**src/rtl/hazard_sequencer.sv**
```systemverilog
// Purpose : pipeline hazard unit. It resolves E-stage operand forwarding, load-use
//           stalls, branch/jump redirect flushes and multi-cycle E-stage ops.
// Latency : all control outputs are combinational from state, cnt and the inputs.
//           StallCnt is registered and counts every edge at which StallF is high.
// Backpr. : a multi-cycle op of latency L holds F, D and E for L-1 cycles and
//           bubbles M. A load-use hazard holds F and D, unless a redirect is
//           present, in which case the redirect wins.
//
// Ports:
//   clk, rst                      clock, asynchronous active-low reset
//   Rs1D, Rs2D                    decode-stage source registers
//   Rs1E, Rs2E, RdE, ResultSrcE   execute-stage sources, destination, result select
//   PCSrcE                        E-stage redirect (taken branch or jump)
//   McStartE, McLatE              multi-cycle op present in E, and its latency L
//   RdM, RdW, RegWriteM/W         M and W destinations and write enables
//   StallF/D/E, FlushD/E/M        pipeline register holds and bubbles
//   ForwardAE, ForwardBE          operand source: 00 regfile, 01 W, 10 M
//   McBusy                        FSM is in MC_BUSY
//   StallCnt                      saturating count of cycles with StallF=1

module hazard_sequencer (
    input  logic        clk,
    input  logic        rst,
    input  logic [4:0]  Rs1D,
    input  logic [4:0]  Rs2D,
    input  logic [4:0]  Rs1E,
    input  logic [4:0]  Rs2E,
    input  logic [4:0]  RdE,
    input  logic [1:0]  ResultSrcE,
    input  logic        PCSrcE,
    input  logic        McStartE,
    input  logic [3:0]  McLatE,
    input  logic [4:0]  RdM,
    input  logic [4:0]  RdW,
    input  logic        RegWriteM,
    input  logic        RegWriteW,
    output logic        StallF,
    output logic        StallD,
    output logic        StallE,
    output logic        FlushD,
    output logic        FlushE,
    output logic        FlushM,
    output logic [1:0]  ForwardAE,
    output logic [1:0]  ForwardBE,
    output logic        McBusy,
    output logic [15:0] StallCnt
);

    typedef enum logic {
        RUN     = 1'b0,
        MC_BUSY = 1'b1
    } state_t;

    localparam logic [1:0]  FWD_RF   = 2'b00;
    localparam logic [1:0]  FWD_W    = 2'b01;
    localparam logic [1:0]  FWD_M    = 2'b10;
    localparam logic [1:0]  RES_LOAD = 2'b01;
    localparam logic [15:0] CNT_MAX  = 16'hFFFF;

    state_t      state_q, state_d;
    logic [3:0]  cnt_q, cnt_d;
    logic [15:0] stall_cnt_q, stall_cnt_d;

    // Unmasked versions of the outputs; the reset mask is applied at the ports.
    logic        lw_stall;
    logic        mc_start;
    logic        mc_hold;
    logic        mc_stall;
    logic        stall_f_raw;
    logic        stall_d_raw;
    logic        stall_e_raw;
    logic        flush_d_raw;
    logic        flush_e_raw;
    logic        flush_m_raw;
    logic [1:0]  fwd_a_raw;
    logic [1:0]  fwd_b_raw;

    // M is newer than W, so it has priority. x0 is never forwarded because it is hardwired.
    function automatic logic [1:0] fwd_sel(
        input logic [4:0] rs,
        input logic [4:0] rd_m,
        input logic       we_m,
        input logic [4:0] rd_w,
        input logic       we_w
    );
        logic [1:0] sel;
        sel = FWD_RF;
        if (we_m && (rd_m != 5'd0) && (rd_m == rs)) begin
            sel = FWD_M;
        end else if (we_w && (rd_w != 5'd0) && (rd_w == rs)) begin
            sel = FWD_W;
        end
        return sel;
    endfunction

    always_comb begin
        fwd_a_raw = fwd_sel(Rs1E, RdM, RegWriteM, RdW, RegWriteW);
        fwd_b_raw = fwd_sel(Rs2E, RdM, RegWriteM, RdW, RegWriteW);
    end

    // A load in E whose destination is read by the instruction in D.
    always_comb begin
        lw_stall = (ResultSrcE == RES_LOAD) && (RdE != 5'd0) &&
                   ((RdE == Rs1D) || (RdE == Rs2D));
    end

    // A latency-L op stalls in its first E cycle (RUN) and in every MC_BUSY cycle
    // with cnt != 0. Loading L-2 therefore gives L-1 stalled cycles, and the op
    // leaves E in the release cycle (MC_BUSY, cnt == 0). McStartE is not looked at
    // in MC_BUSY, so the op that is still in E during release is not restarted.
    // L of 0 or 1 already completes in a single E cycle.
    always_comb begin
        mc_start = (state_q == RUN) && McStartE && (McLatE >= 4'd2);
        mc_hold  = (state_q == MC_BUSY) && (cnt_q != 4'd0);
        mc_stall = mc_start || mc_hold;
    end

    always_comb begin
        state_d = state_q;
        cnt_d   = cnt_q;
        case (state_q)
            RUN: begin
                if (mc_start) begin
                    state_d = MC_BUSY;
                    cnt_d   = McLatE - 4'd2;
                end
            end
            MC_BUSY: begin
                if (cnt_q != 4'd0) begin
                    cnt_d = cnt_q - 4'd1;
                end else begin
                    state_d = RUN;
                end
            end
            default: begin
                state_d = RUN;
                cnt_d   = 4'd0;
            end
        endcase
    end

    // A multi-cycle stall freezes F/D/E as a unit, so a redirect or a load-use
    // hazard at that moment is simply held and gets re-evaluated on release.
    // Outside MC stalls, a redirect squashes the younger instructions in D and E.
    // It must therefore not hold the PC, even when a load-use hazard is present.
    always_comb begin
        stall_f_raw = 1'b0;
        stall_d_raw = 1'b0;
        stall_e_raw = 1'b0;
        flush_d_raw = 1'b0;
        flush_e_raw = 1'b0;
        flush_m_raw = 1'b0;
        if (mc_stall) begin
            stall_f_raw = 1'b1;
            stall_d_raw = 1'b1;
            stall_e_raw = 1'b1;
            flush_m_raw = 1'b1;
        end else begin
            stall_f_raw = lw_stall && !PCSrcE;
            stall_d_raw = lw_stall && !PCSrcE;
            flush_e_raw = lw_stall || PCSrcE;
            flush_d_raw = PCSrcE;
        end
    end

    always_comb begin
        stall_cnt_d = stall_cnt_q;
        if (stall_f_raw && (stall_cnt_q != CNT_MAX)) begin
            stall_cnt_d = stall_cnt_q + 16'd1;
        end
    end

    always_ff @(posedge clk or negedge rst) begin
        if (!rst) begin
            state_q     <= RUN;
            cnt_q       <= 4'd0;
            stall_cnt_q <= 16'd0;
        end else begin
            state_q     <= state_d;
            cnt_q       <= cnt_d;
            stall_cnt_q <= stall_cnt_d;
        end
    end

    // Reset masks the outputs directly. Forwarding and load-use are driven purely
    // by the inputs, so clearing the flops alone would not silence them.
    always_comb begin
        StallF    = rst && stall_f_raw;
        StallD    = rst && stall_d_raw;
        StallE    = rst && stall_e_raw;
        FlushD    = rst && flush_d_raw;
        FlushE    = rst && flush_e_raw;
        FlushM    = rst && flush_m_raw;
        ForwardAE = rst ? fwd_a_raw : FWD_RF;
        ForwardBE = rst ? fwd_b_raw : FWD_RF;
        McBusy    = rst && (state_q == MC_BUSY);
        StallCnt  = stall_cnt_q;
    end

endmodule

```
**config.mk**
```make
export PLATFORM = sky130hd
export DESIGN_NAME = hazard_sequencer
export DESIGN_NICKNAME = d
export VERILOG_FILES = /design/src/rtl/hazard_sequencer.sv
export SDC_FILE = /design/constraint.sdc
export NUM_CORES = 1
export LEC_CHECK = 0
export ABC_AREA = 1
export BUFFER_PORTS_ARGS = -buffer_cell sky130_fd_sc_hd__buf_2
export CELL_PAD_IN_SITES_DETAIL_PLACEMENT = 1
export CELL_PAD_IN_SITES_GLOBAL_PLACEMENT = 2
export CORE_MARGIN = 1.5
export CORE_UTILIZATION = 28
export DETAILED_ROUTE_END_ITERATION = 7
export PLACE_DENSITY_LB_ADDON = 0.1
export SYNTH_ARGS = -nofsm -noshare
export SYNTH_HDL_FRONTEND = slang
export SYNTH_SLANG_ARGS = --single-unit
export TNS_END_PERCENT = 5
```
**constraint.sdc**
```tcl
create_clock -name clk -period 2.35 [get_ports clk]
set_clock_uncertainty 0.15 [all_clocks]
set_input_delay 0.235 -clock clk [delete_from_list [all_inputs] [get_ports clk]]
set_output_delay 0.235 -clock clk [all_outputs]
set_load 0.02 [all_outputs]
```
## Word level (Yosys, flattened, before mapping)

Index checks and enable logic that the tools add are counted.

- Register bits after elaboration: 21
- Bits of input ports: 47
- Word-level logic and storage cells: 61

- $add $sub $neg: 3
- Magnitude comparators: 1
- Eq/ne operators: 10
- Multiplexer cells: 16
- Bitwise logic cells: 1
- Reductions and logical operators: 27

Operators by type and width:

| cell | count |
|---|---|
| $eq 5x5->1 | 6 |
| $logic_and 1x1->1 | 18 |
| $add 16x1->16 const B | 1 |
| $ne 16x16->1 const B | 1 |
| $reduce_bool 5->1 | 3 |
| $mux 1 | 8 |
| $mux 2 | 4 |
| $mux 4 | 2 |
| $pmux 4 s2 | 1 |
| $ge 4x2->1 const B | 1 |
| $reduce_bool 4->1 | 1 |
| $sub 4x1->4 const B | 1 |
| $sub 4x2->4 const B | 1 |
| $logic_or 1x1->1 | 3 |
| $eq 2x1->1 const B | 1 |
| $ne 2x1->1 const B | 1 |
| $ne 2x2->1 const B | 1 |
| $pmux 1 s2 | 1 |
| $reduce_and 2->1 | 1 |
| $logic_not 1->1 | 1 |
| $not 1->1 | 1 |

## Logic depth before layout (Yosys ltp)

- Depth in word-level cells: 6
- Gate-level depth with buffers: 12
- Depth with buffers taken out: 11

## Worst setup path before layout

No wires, ideal clock.

- Path type: register -> output
- From: register cnt_q[0]
- To: output port StallF
- Arrival: 1.558 ns
- Required time: 1.965 ns
- Slack: 0.407 ns
- Cell stages (with the launch flop): 9
- Path buffers: 1
- Path through: dfrtp_1 > inv_1 > ha_1 > nand3_1 > nand2_1 > nand2_2 > inv_2 > a21oi_1 > buf_4

- Longest elaborated chain between the ends: 5

RTL lines:

| item | RTL line | RTL |
|---|---|---|
| from (decl) | 61 | `logic [3:0] cnt_q, cnt_d;` |
| from (signal assigned) | 180 | `cnt_q <= cnt_d;` |
| $reduce_bool 4->1 | 114 | `mc_hold = (state_q == MC_BUSY) && (cnt_q != 4'd0);` |
| $logic_and 1x1->1 | 114 |  |
| $logic_or 1x1->1 | 115 | `mc_stall = mc_start \|\| mc_hold;` |
| $mux 1 | - |  |
| $logic_and 1x1->1 | - |  |
| to (decl) | 37 | `output logic StallF,` |

Every way passes these cells.

## Worst setup path in the final report

- From: input port rst
- To: output port ForwardAE[0]

- Longest elaborated chain between the ends: 1

RTL lines:

| item | RTL line | RTL |
|---|---|---|
| from (decl) | 23 | `input logic rst,` |
| $mux 2 | 194 | `ForwardAE = rst ? fwd_a_raw : FWD_RF;` |
| to (decl) | 43 | `output logic [1:0] ForwardAE,` |

Every way passes these cells.

==> results.toml <==
[clock_network]
cts_buffers = 3
postCtsSetupBuffers = 0
clock_latency_ns = 0.26
cts_tree = "built"
htree_levels = 1
cts_sinks = 21
clkTransAtPathRegs_ns = 0.08
ctsLongestPathBuffers = 2
clockRootBuffer = "clkbuf_8"

[timing]
hold_viol_final = 0
post-route-period-util_pct = 92.7
min_period_ns = 2.18
setup_tns_ns = 0
setup_viol = 0
rsz0062_at_grt = "false"
holdWs_ns = 0.141
worst_pin_slew_ns = 0.370
max_slew_margin_pct = 75.1
slew_viol_final = 0
fmax_mhz = 459

[setup_path]
cp.arrival_ns = 1.79
worstSetupStartpointType = "input port"
worstPathRequired_ns = 1.97
reg2reg_from = "StallCnt[0]"
crit_path_end_kind = "output port"
worstSetupPathType = "in -> out"
cp-startpoint = "rst"
crit_fanout = 10

[yosys]
ys.flop_type = "dfrtp_1"
yosysSeqAreaShare_pct = 26.6
synth_compound_area_share_pct = 7.54
yosys.area.top_type = "dfrtp_1"
synthCells = 278
ys_seq_elements = 21
ys_types = 35
synth_xor_area_share_pct = 12.4
synth-async-reset-ratio_pct = 100
yosysMostFrequentCell = "nand2_1"
synthTopCellsByArea = "dfrtp_1 (27%), nand2_1 (10%), inv_1 (7.2%), nand2_2 (7.0%), nand3_1 (6.8%)"
yosys.area_share.simple_pct = 40.2
synth_fa_ha_area_share_pct = 2.53
synth.area.mux_share_pct = 0
yosys_warnings = 0
syn-mean-instance-area_sq_um = 7.11
synth_edf_count = 0
yosys-top-cells-count = "nand2_1 (55), inv_1 (38), nand3_1 (27)"
synth_top_family_by_area = "simple AND/OR/NAND/NOR gates"
syn-num-nets = 329
netlist_area_sq_um = 1980
netlist.area_leader.share_pct = 26.6

[global_route]
grt_pass1_vias = 2021
globalRouteOverflowTotal = 0
antenna_found_initial = 0
grt_max_degree = 20
grt_pass1_wl_microns = 9270
gr-usage-all-layers_pct = 15.3

[placed_design]
place.port_buffers = 73
dp.cells = 443
gp_congestion = 0.748
dpl.hpwl_microns = 4420

[cells_and_area]
fin_cells = 448
syn_to_final_growth_pct = 25.6
num_antenna_cells = 0
final_layout_size_suffix_gt1_share_pct = 34.1
fin_nets = 404

[detailed_routing]
dr.pass1.iters = 4
drt_wl_total_microns = 5360
ant_nets = 0
drc = 0
viasPerCell = 4.44
via_count = 1988
drt_iter0_markers = 27
post_drt_wl_per_cell_microns = 12.0

[floorplan]
num_io_pins = 74
core_area_sq_um = 6790
dieArea_sq_um = 7570
die_h_microns = 87
row_count = 30
initial_core_util_pct = 29.1
fp.dieW_microns = 87

[pwr]
cellPowerDensity_nw_per_um2 = 714
ir_drop_uv = 338
p_leak_nw = 1.35

[worst_hold_path]
min_path_type = "in -> reg"
min_from = "McLatE[0]"

[outcome]
status = "complete, no violations"

[job]
drv_cap = 0
## layout by cell type, fill, tap and decap left out
cell / Yosys / layout
nor3_2: 1 / 1
nor3_4: 1 / 1
nand4_4: 1 / 1
inv_4: 0 / 1
o41ai_2: 1 / 1
xor2_1: 15 / 15
o211ai_1: 2 / 2
nand3_2: 3 / 3
nor2_2: 2 / 2
ha_1: 4 / 4
clkbuf_8: 0 / 3
nand2_4: 1 / 1
nor4_1: 2 / 2
buf_4: 2 / 1
a211oi_1: 2 / 2
nand2_2: 22 / 22
and3_1: 1 / 1
or2_2: 1 / 1
inv_2: 6 / 5
nand2_8: 1 / 1
nand3b_1: 1 / 1
nand4_1: 6 / 6
o21ai_0: 9 / 9
nor3_1: 4 / 4
clkinv_2: 0 / 1
a21oi_1: 9 / 9
dlygate4sd3_1: 0 / 1
buf_2: 1 / 73
inv_1: 38 / 38
o22ai_1: 2 / 2
nand2_1: 55 / 55
nor2_4: 1 / 1
nand3_1: 27 / 27
dfrtp_1: 21 / 21
xnor2_1: 13 / 13
nor2_1: 20 / 20
nand3_4: 1 / 1
## report_power, final
group	total (mW)	internal, mW	switching (mW)
registers	0.568	0.458	0.109
logic	0.959	0.334	0.626
clock network	0.246	0.118	0.127
total	1.77	0.910	0.862
## critical path, cell delays in order
cell and delay, ns:
dlygate4sd3_1 0.52, buf_2 0.25, nand2_1 0.08, a211oi_1 0.28, nand4_1 0.12, a21oi_1 0.13, buf_2 0.18
## registers in the layout, indices dropped and copies added, names as in the netlist
| register | cells |
|---|---|
| StallCnt | 16 |
| cnt_q | 4 |
| state_q | 1 |
## final timing paths
check	end	cells past startpoint	slack (ns)
min	cnt_q[0]	5	0.14
max in group asynchronous	StallCnt[11]	3	1.36
min reg2reg	StallCnt[12]	2	0.40
max reg2reg	StallCnt[0]	7	0.44
min in group asynchronous	StallCnt[2]	2	0.21
max	ForwardAE[0]	7	0.17
## per-layer routing
layer | track usage (%) | wire, microns | vias up
met4 | 1.76 | 28 | 0
met3 | 2.56 | 202 | 4
li1 | - | - | 1035
met5 | 0 | 0 | -
met1 | 20.9 | 2690 | 912
met2 | 25.9 | 2450 | 37
## logic make-up (layout without fill, tap and decap cells)
family | after synthesis | after routing
AO/OA/AOI/OAI | 25 | 25
flip-flops | 21 | 21
buffers and inverters | 49 | 123
adder cells (fa/ha/maj) | 4 | 4
XOR/XNOR | 28 | 28
AND/OR/NAND/NOR | 151 | 151
## metrics by stage
| stage | instance area (sq um) | power [mW] | util, % | setup slack [ns] |
|---|---|---|---|---|
| 3_3_place_gp | 2420 | 1.53 | 35.7 | 0.455 |
| 2_1_floorplan | 1980 | 1.31 | - | 0.407 |
| 5_1_grt | 2480 | 1.97 | 36.5 | 0.0472 |
| 4_1_cts | 2480 | 1.81 | 36.5 | 0.143 |
| 3_5_place_dp | 2420 | 1.56 | 35.7 | 0.417 |
| 6_report | 2480 | 1.77 | 36.5 | 0.172 |
## repair_timing
action | CTS | global route
gates resized for setup | 0 | 1
hold buffers | 1 | 0
endpoints found under the hold margin | 21 | 0
endpoints found under the setup margin | 0 | 1
## final cells by class
cell class                      count  area, sq um
Timing Repair Buffer               75          383
Multi-Input combinational cell    208         1240
Inverter                           44          168
Fill cell                         920         4310
Clock buffer                        3         41.3
Clock inverter                      1         5.00
Tap cell                           96          120
Sequential cell                    21          526
No activity file was read; power rests on OpenSTA's default activity.
